File: src/rtl/tick_period_meter_if.sv
// Result channel of the tick period meter: a valid/ready handshake that
// carries the measured period, the timeout flag and the overrun pulse.
interface tick_period_meter_if #(
    parameter int PERIOD_WIDTH = 16
);
    logic                    m_valid_o;
    logic                    m_ready_i;
    logic [PERIOD_WIDTH-1:0] period_o;
    logic                    ovf_o;
    logic                    overrun_o;

    // Producer side (the meter)
    modport master (
        output m_valid_o,
        output period_o,
        output ovf_o,
        output overrun_o,
        input  m_ready_i
    );

    // Consumer side
    modport slave (
        input  m_valid_o,
        input  period_o,
        input  ovf_o,
        input  overrun_o,
        output m_ready_i
    );
endinterface

File: src/rtl/tick_period_meter.sv
// Tick period meter: synchronises an (possibly asynchronous) tick input,
// detects its rising edges and reports the number of clk_i cycles between
// consecutive rises. A counter that reaches all-ones without a rise reports
// a timeout. Results are offered on a valid/ready channel; a result that is
// replaced before acceptance raises a one-cycle overrun pulse.
module tick_period_meter #(
    parameter int PERIOD_WIDTH = 16,
    parameter int SYNC_STAGES  = 2
) (
    input  logic                  clk_i,
    input  logic                  a_rst_n_i,
    input  logic                  enable_i,
    input  logic                  pulse_i,
    tick_period_meter_if.master   m_if
);

    typedef enum logic [0:0] {
        ST_IDLE    = 1'b0,
        ST_MEASURE = 1'b1
    } state_t;

    localparam logic [PERIOD_WIDTH-1:0] CNT_ZERO = '0;
    localparam logic [PERIOD_WIDTH-1:0] CNT_ONES = '1;
    localparam logic [PERIOD_WIDTH-1:0] CNT_ONE  = {{(PERIOD_WIDTH-1){1'b0}}, 1'b1};

    // Input synchroniser and edge detection
    logic [SYNC_STAGES-1:0] sync_r;
    logic [SYNC_STAGES:0]   fill_r;     // bit k set once stage k holds a real sample
    logic                   edge_r;     // one-cycle-delayed copy of the last stage
    logic                   rise_s;

    // Measurement FSM
    state_t                  state_r;
    state_t                  state_nxt_s;
    logic [PERIOD_WIDTH-1:0] cnt_r;
    logic [PERIOD_WIDTH-1:0] cnt_nxt_s;
    logic                    load_s;
    logic [PERIOD_WIDTH-1:0] load_period_s;
    logic                    load_ovf_s;

    // Result registers
    logic                    m_valid_r;
    logic [PERIOD_WIDTH-1:0] period_r;
    logic                    ovf_r;
    logic                    overrun_r;

    // Synchroniser chain, real-sample tracker and edge-history flop
    always_ff @(posedge clk_i or negedge a_rst_n_i) begin
        if (!a_rst_n_i) begin
            sync_r <= '0;
            fill_r <= '0;
            edge_r <= 1'b0;
        end else begin
            sync_r[0] <= pulse_i;
            for (int i = 1; i < SYNC_STAGES; i++) begin
                sync_r[i] <= sync_r[i-1];
            end
            fill_r <= {fill_r[SYNC_STAGES-1:0], 1'b1};
            edge_r <= sync_r[SYNC_STAGES-1];
        end
    end

    // A rise needs edge_r to be a genuine low sample, so a pulse_i held high
    // through reset release is not mistaken for a rising edge.
    assign rise_s = sync_r[SYNC_STAGES-1] & ~edge_r & fill_r[SYNC_STAGES];

    // FSM state and interval counter registers
    always_ff @(posedge clk_i or negedge a_rst_n_i) begin
        if (!a_rst_n_i) begin
            state_r <= ST_IDLE;
            cnt_r   <= CNT_ZERO;
        end else begin
            state_r <= state_nxt_s;
            cnt_r   <= cnt_nxt_s;
        end
    end

    // Next-state, counter update and result-load decision
    always_comb begin
        state_nxt_s   = state_r;
        cnt_nxt_s     = cnt_r;
        load_s        = 1'b0;
        load_period_s = CNT_ZERO;
        load_ovf_s    = 1'b0;
        if (!enable_i) begin
            state_nxt_s = ST_IDLE;
            cnt_nxt_s   = CNT_ZERO;
        end else begin
            case (state_r)
                ST_IDLE: begin
                    cnt_nxt_s = CNT_ZERO;
                    if (rise_s) begin
                        state_nxt_s = ST_MEASURE;
                    end else begin
                        state_nxt_s = ST_IDLE;
                    end
                end
                ST_MEASURE: begin
                    if (cnt_r == CNT_ONES) begin
                        // Period no longer representable: report a timeout.
                        // A coinciding rise restarts the measurement at once.
                        load_s        = 1'b1;
                        load_period_s = CNT_ONES;
                        load_ovf_s    = 1'b1;
                        cnt_nxt_s     = CNT_ZERO;
                        if (rise_s) begin
                            state_nxt_s = ST_MEASURE;
                        end else begin
                            state_nxt_s = ST_IDLE;
                        end
                    end else if (rise_s) begin
                        load_s        = 1'b1;
                        load_period_s = cnt_r + CNT_ONE;
                        load_ovf_s    = 1'b0;
                        cnt_nxt_s     = CNT_ZERO;
                        state_nxt_s   = ST_MEASURE;
                    end else begin
                        cnt_nxt_s   = cnt_r + CNT_ONE;
                        state_nxt_s = ST_MEASURE;
                    end
                end
                default: begin
                    state_nxt_s = ST_IDLE;
                    cnt_nxt_s   = CNT_ZERO;
                end
            endcase
        end
    end

    // Result holding register with valid/ready handshake and overrun flag
    always_ff @(posedge clk_i or negedge a_rst_n_i) begin
        if (!a_rst_n_i) begin
            m_valid_r <= 1'b0;
            period_r  <= CNT_ZERO;
            ovf_r     <= 1'b0;
            overrun_r <= 1'b0;
        end else begin
            if (load_s) begin
                period_r  <= load_period_s;
                ovf_r     <= load_ovf_s;
                m_valid_r <= 1'b1;
                // Overwriting a result the consumer has not taken this cycle
                overrun_r <= m_valid_r & ~m_if.m_ready_i;
            end else begin
                overrun_r <= 1'b0;
                if (m_valid_r && m_if.m_ready_i) begin
                    m_valid_r <= 1'b0;
                end
            end
        end
    end

    assign m_if.m_valid_o = m_valid_r;
    assign m_if.period_o  = period_r;
    assign m_if.ovf_o     = ovf_r;
    assign m_if.overrun_o = overrun_r;

endmodule
File: src/flat_wrapper.sv
// flat-port wrapper written by rule: the top's interface ports become plain ports
module tick_period_meter_flat 
#(
    parameter int PERIOD_WIDTH = 16,
    parameter int SYNC_STAGES  = 2
)
  (clk_i, a_rst_n_i, enable_i, pulse_i, m_if_m_valid_o, m_if_period_o, m_if_ovf_o, m_if_overrun_o, m_if_m_ready_i);
  tick_period_meter_if #(.PERIOD_WIDTH(PERIOD_WIDTH)) m_if_i ();
  input  logic clk_i;
  input  logic a_rst_n_i;
  input  logic enable_i;
  input  logic pulse_i;
  output wire logic [$bits(m_if_i.m_valid_o)-1:0] m_if_m_valid_o;
  output wire logic [$bits(m_if_i.period_o)-1:0] m_if_period_o;
  output wire logic [$bits(m_if_i.ovf_o)-1:0] m_if_ovf_o;
  output wire logic [$bits(m_if_i.overrun_o)-1:0] m_if_overrun_o;
  input wire logic [$bits(m_if_i.m_ready_i)-1:0] m_if_m_ready_i;
  assign m_if_m_valid_o = m_if_i.m_valid_o;
  assign m_if_period_o = m_if_i.period_o;
  assign m_if_ovf_o = m_if_i.ovf_o;
  assign m_if_overrun_o = m_if_i.overrun_o;
  assign m_if_i.m_ready_i = m_if_m_ready_i;
  tick_period_meter #(.PERIOD_WIDTH(PERIOD_WIDTH), .SYNC_STAGES(SYNC_STAGES)) u_core (.clk_i(clk_i), .a_rst_n_i(a_rst_n_i), .enable_i(enable_i), .pulse_i(pulse_i), .m_if(m_if_i));
endmodule
File: config.mk
export PLATFORM = sky130hd
export DESIGN_NAME = tick_period_meter_flat
export DESIGN_NICKNAME = d
export VERILOG_FILES = /design/src/rtl/tick_period_meter_if.sv /design/src/rtl/tick_period_meter.sv /design/src/flat_wrapper.sv
export SDC_FILE = /design/constraint.sdc
export NUM_CORES = 1
export LEC_CHECK = 0
export ABC_AREA = 1
export CORE_ASPECT_RATIO = 1.5
export CORE_UTILIZATION = 61
export CTS_BUF_LIST = sky130_fd_sc_hd__clkbuf_8
export CTS_CLUSTER_DIAMETER = 120
export DETAILED_ROUTE_END_ITERATION = 8
export GPL_ROUTABILITY_DRIVEN = 0
export PLACE_DENSITY = 0.87
export SYNTH_ARGS = -nofsm -noshare
export SYNTH_HDL_FRONTEND = slang
export SYNTH_SLANG_ARGS = --single-unit
File: constraint.sdc
create_clock -name clk_i -period 3.65 [get_ports clk_i]
set_input_delay 0.9125 -clock clk_i [delete_from_list [all_inputs] [get_ports clk_i]]
set_output_delay 0.9125 -clock clk_i [all_outputs]
set_load 0.01 [all_outputs]
Yosys cells after proc, flatten, opt, wreduce, memory -nomap -nowiden

Cells that the tools add are included.

Bits in registers: 42
Output and inout bits: 19

Add/subtract/negate cells: 1
Equality and inequality tests: 1
Mux-type cells: 21
Bitwise operators: 6
Reductions and logical operators: 2

Operators with widths:

| operator                | number |
|---|---|
| $mux W16                | 7 |
| $pmux W16 S2            | 1 |
| $add A16 B1 Y16 const B | 1 |
| $eq A16 B16 Y1 const B  | 1 |
| $mux W1                 | 12 |
| $and A1 B1 Y1           | 3 |
| $not A1 Y1              | 3 |
| $pmux W1 S2             | 1 |
| $reduce_bool A2 Y1      | 1 |
| $logic_and A1 B1 Y1     | 1 |

Logic depth before layout (Yosys ltp)

Word-level depth: 8
Depth in mapped cells: 9
Depth with buffers taken out: 9

Worst setup path after synthesis

No wires, ideal clock.

Kind: input to register
Start: input enable_i
End: register u_core.period_r[5], in the netlist u_core.m_if.period_o[5]
Library setup time: 117 ps
Arrival: 1,574 ps
Data required time: 3,533 ps
Setup slack: 1,959 ps
Stages: 7
Cells stage by stage: nand2_1 > inv_1 > nand3_4 > nand2_2 > buf_6 > nor2_1 > nor2_1

Word-level cells in the longest chain between the ends: 1
Elaborated cells on any way between the ends: 2

Ends and longest elaborated chain:

| element                                    | RTL line                 | source |
|---|---|---|
| start, declared                            | flat_wrapper.sv:11       | `input logic enable_i;` |
| $mux W16 / $mux W1 (equally long branches) | tick_period_meter.sv:85  | `if (!enable_i) begin` |
| end signal, assigned                       | tick_period_meter.sv:139 | `period_r <= load_period_s;` |
| end, declared                              | tick_period_meter.sv:43  | `logic [PERIOD_WIDTH-1:0] period_r;` |

Parallel ways exist; a longest one is shown, timed or not.
A chain may end at the register's enable or synchronous reset.

Worst setup path in the final report

Start: input enable_i
End: register u_core.cnt_r[14]

Word-level cells in the longest chain between the ends: 1

Ends and longest elaborated chain:

| element                        | RTL line                | source |
|---|---|---|
| $mux W16                       | tick_period_meter.sv:85 |  |
| named net u_core.cnt_nxt_s[14] | tick_period_meter.sv:36 | `logic [PERIOD_WIDTH-1:0] cnt_nxt_s;` |
| end signal, assigned           | tick_period_meter.sv:74 | `cnt_r <= cnt_nxt_s;` |
| end, declared                  | tick_period_meter.sv:35 | `logic [PERIOD_WIDTH-1:0] cnt_r;` |

The timed path passes the listed nets, and every way through them passes these cells.

==> metrics.md <==
| Metric | Value |
|---|---|
| Status | completed |
| Setup TNS | 0 ps |
| Total CTS buffers | 5 |
| Dpl hpwl | 2650 um |
| Worst EP arrival | 2370 ps |
| Fin crit share | 59.3% |
| Endpoints failing setup | 0 |
| Sink Count | 42 |
| Multi-input gate area | 736 um2 |
| Share of cells above drive strength 1 | 6.67% |
| Critical Path End | u_core.cnt_r[14]$_DFF_PN0_ |
| Seq cells post-synth | 42 |
| Congestion Overflow GR | 0 |
| Max Cap Viol | 0 |
| Vias | 1524 |
| Via density per instance | 5.18 |
| Reg clk slew, reported paths | 80 ps |
| Slew Limit Headroom | 39.8% |
| Syn Nets | 233 |
| Post-CTS Repair Setup Buffers | 0 |
| Die Y-Extent | 70.4 um |
| Filler instances | 249 |
| Worst Setup SP | enable_i |
| Adder-cell share of the synthesized area | 0.657% |
| Final Instance Count excl. Fillers | 294 |
| Insertion delay to the later sink of the worst-skew pair | 300 ps |
| EDFF count, synth | 0 |
| Most numerous cell in the Yosys netlist | nor2_1 |
| H-tree lvl count | 2 |
| # hold bufs at CTS | 0 |
| First-pass GRT wire length | 6220 um |
| Synth Area in XOR/XNOR | 1.84% |
| Synthesized netlist cell count | 227 |
| GRT Resource Usage Total | 26.8% |
| Synth Flop Type | dfrtp_1 |
| Largest net degree at the start of global routing | 43 |
| Vias in the first global route | 1516 |
| Remaining antenna violation count | 0 |
| Initial core utilization | 64.7% |
| Synth Cell Area | 1900 um2 |
| Core Footprint | 2940 um2 |
| Pins over their slew limit | 0 |
| I/O pin count | 24 |
| Worst reg2reg endpoint | u_core.cnt_r[14]$_DFF_PN0_ |
| FF/Latch Area | 1050 um2 |
| Skew final | 7.20 ps |
| Sequential share of the synthesized area | 55.2% |
| Worst VDD drop | 0.291 mV |
| CTS resizes | 0 |
| Initial antenna violation count | 0 |
| Largest family of logic cells by synthesized area | simple AND/OR/NAND/NOR gates |
| Power per cell area | 421 nW/um2 |
| CTS tree | built |
| Most frequent cells after synthesis | nor2_1 (63), nand2_1 (46), dfrtp_1 (42) |
| Period minus WS final | 2160 ps |
| Synth area leader | dfrtp_1 |
| Worst-Margin Slew | 903 ps |
| Core Rows | 24 |
| CP Launch Type | primary input |
| Final Hold Viols | 0 |
| Critical path class | primary input to flip-flop |
| # DRC | 0 |
| Die outline area | 3350 um2 |
| Routed len/inst | 12.8 um |
| DRT Pass-1 Iters | 4 |
| IO buf count | 23 |
| Avg Synthesized Cell Area | 8.39 um2 |
| Crit-path max FO | 13 |
| Worst endpoint required time | 3850 ps |
| Dpl cells | 286 |
| ANT cells | 0 |
| Max Buffers Root-to-Sink | 2 |
| Area delta synth->final | 17.7% |
| Compound-Gate Fraction of Synth Area | 2.76% |
| Top post-synthesis cells by area | dfrtp_1 (55%), nor2_1 (12%), nand2_1 (9.1%) |
| FF-to-FF path depth | 6 |
| R2r startpoint | u_core.cnt_r[0]$_DFF_PN0_ |
| Root Driver | clkbuf_8 |
| RSZ-0062 raised after global routing | no |
| Async S/R FF share, synth | 100% |
| Synthesis warning total | 0 |
| Top achievable clock speed | 462 MHz |
| R2r setup slk | 1850 ps |
| CP endpoint kind | flip-flop |
| Number of DRC markers in iteration 0 | 49 |
| Yosys cell types | 23 |
| Simple-Gate Fraction of Synth Area | 33.2% |
| Layout Nets | 260 |
| Leakage Power | 0.00109 uW |
| Post-synth top area share | 55.2% |
| Hold WC Path Type | flip-flop to flip-flop |
| Die W | 47.6 um |
| Mux contribution to synthesized area | 0% |
| Total wire length | 3760 um |
-- kinds of logic (layout without fill, tap and decap cells) --
family          count (synthesis)  in the layout
xor+xnor                        4              4
buf+inv                        27             55
other cells                     1              1
compound gates                  9              9
flops                          42             42
simple gates                  143            143
fa+ha+maj                       1              1
-- where the power goes --
part	internal, uW	switching, uW	total (uW)
Sequential	500	17.6	518
Combinational	70.9	55.7	127
Clock	150	149	299
-- cell usage in the layout, fill, tap and decap left out, types with 3 or more instances in the layout --
| cell | Yosys | layout |
|---|---|---|
| nand4_1 | 4 | 4 |
| nor2_4 | 3 | 3 |
| nand2_1 | 46 | 46 |
| inv_1 | 23 | 24 |
| o21ai_0 | 3 | 3 |
| nor3b_1 | 3 | 3 |
| clkbuf_8 | 0 | 6 |
| dfrtp_1 | 42 | 42 |
| nor2_1 | 63 | 63 |
| nand3_1 | 17 | 17 |
| a21oi_1 | 3 | 3 |
| clkdlybuf4s50_1 | 0 | 22 |
| o21bai_1 | 3 | 3 |
-- routing by layer --
metal	global-route usage, %	routed length, um	up-vias
li1	-	-	763
met1	30.6	1520	704
met2	42.3	1990	43
met3	6.72	139	14
met4	17.0	116	0
met5	0	0	-
-- critical path, cell delays in order --
cell,delay (ps)
clkdlybuf4s50_1,470
nand2_1,100
inv_1,160
nand3_1,400
a21oi_1,320
-- worst min-delay path by stage --
stage	startpoint	to	slack, ps	cells after the start
2_1_floorplan	u_core.fill_r[0]$_DFF_PN0_	u_core.fill_r[1]$_DFF_PN0_	330	0
3_3_place_gp	u_core.fill_r[1]$_DFF_PN0_	u_core.fill_r[2]$_DFF_PN0_	330	0
3_5_place_dp	u_core.fill_r[1]$_DFF_PN0_	u_core.fill_r[2]$_DFF_PN0_	340	0
4_1_cts	u_core.fill_r[1]$_DFF_PN0_	u_core.fill_r[2]$_DFF_PN0_	350	0
5_1_grt	u_core.sync_r[0]$_DFF_PN0_	u_core.sync_r[1]$_DFF_PN0_	360	0
6_report	u_core.fill_r[1]$_DFF_PN0_	u_core.fill_r[2]$_DFF_PN0_	350	0
-- area by class of cell --
cell class | count | share of cell area [%]
sequential | 42 | 46.9
inverter | 24 | 4.02
multi-input combinational | 158 | 32.8
timing repair buffer | 23 | 10.0
clock buffer | 6 | 3.68
clock inverter | 2 | 0.391
tap | 39 | 2.18
-- metrics by stage --
step	power (uW)	worst slack, ps	hold slack (ps)	instance area (um2)	utilization, %
6_report	943	1490	349	2240	76.2
5_1_grt	989	1400	355	2240	76.2
4_1_cts	958	1520	353	2240	76.2
3_5_place_dp	657	1220	336	2150	73.1
3_3_place_gp	650	1260	332	2150	73.1
2_1_floorplan	574	1960	331	1900	-
-- sequential cells by signal, indices dropped and copies added (netlist names), 2 cells and up --
signal                cells
u_core.fill_r             3
u_core.sync_r             2
u_core.m_if.period_o     16
u_core.cnt_r             16
No activity file was read; power rests on OpenSTA's default activity.
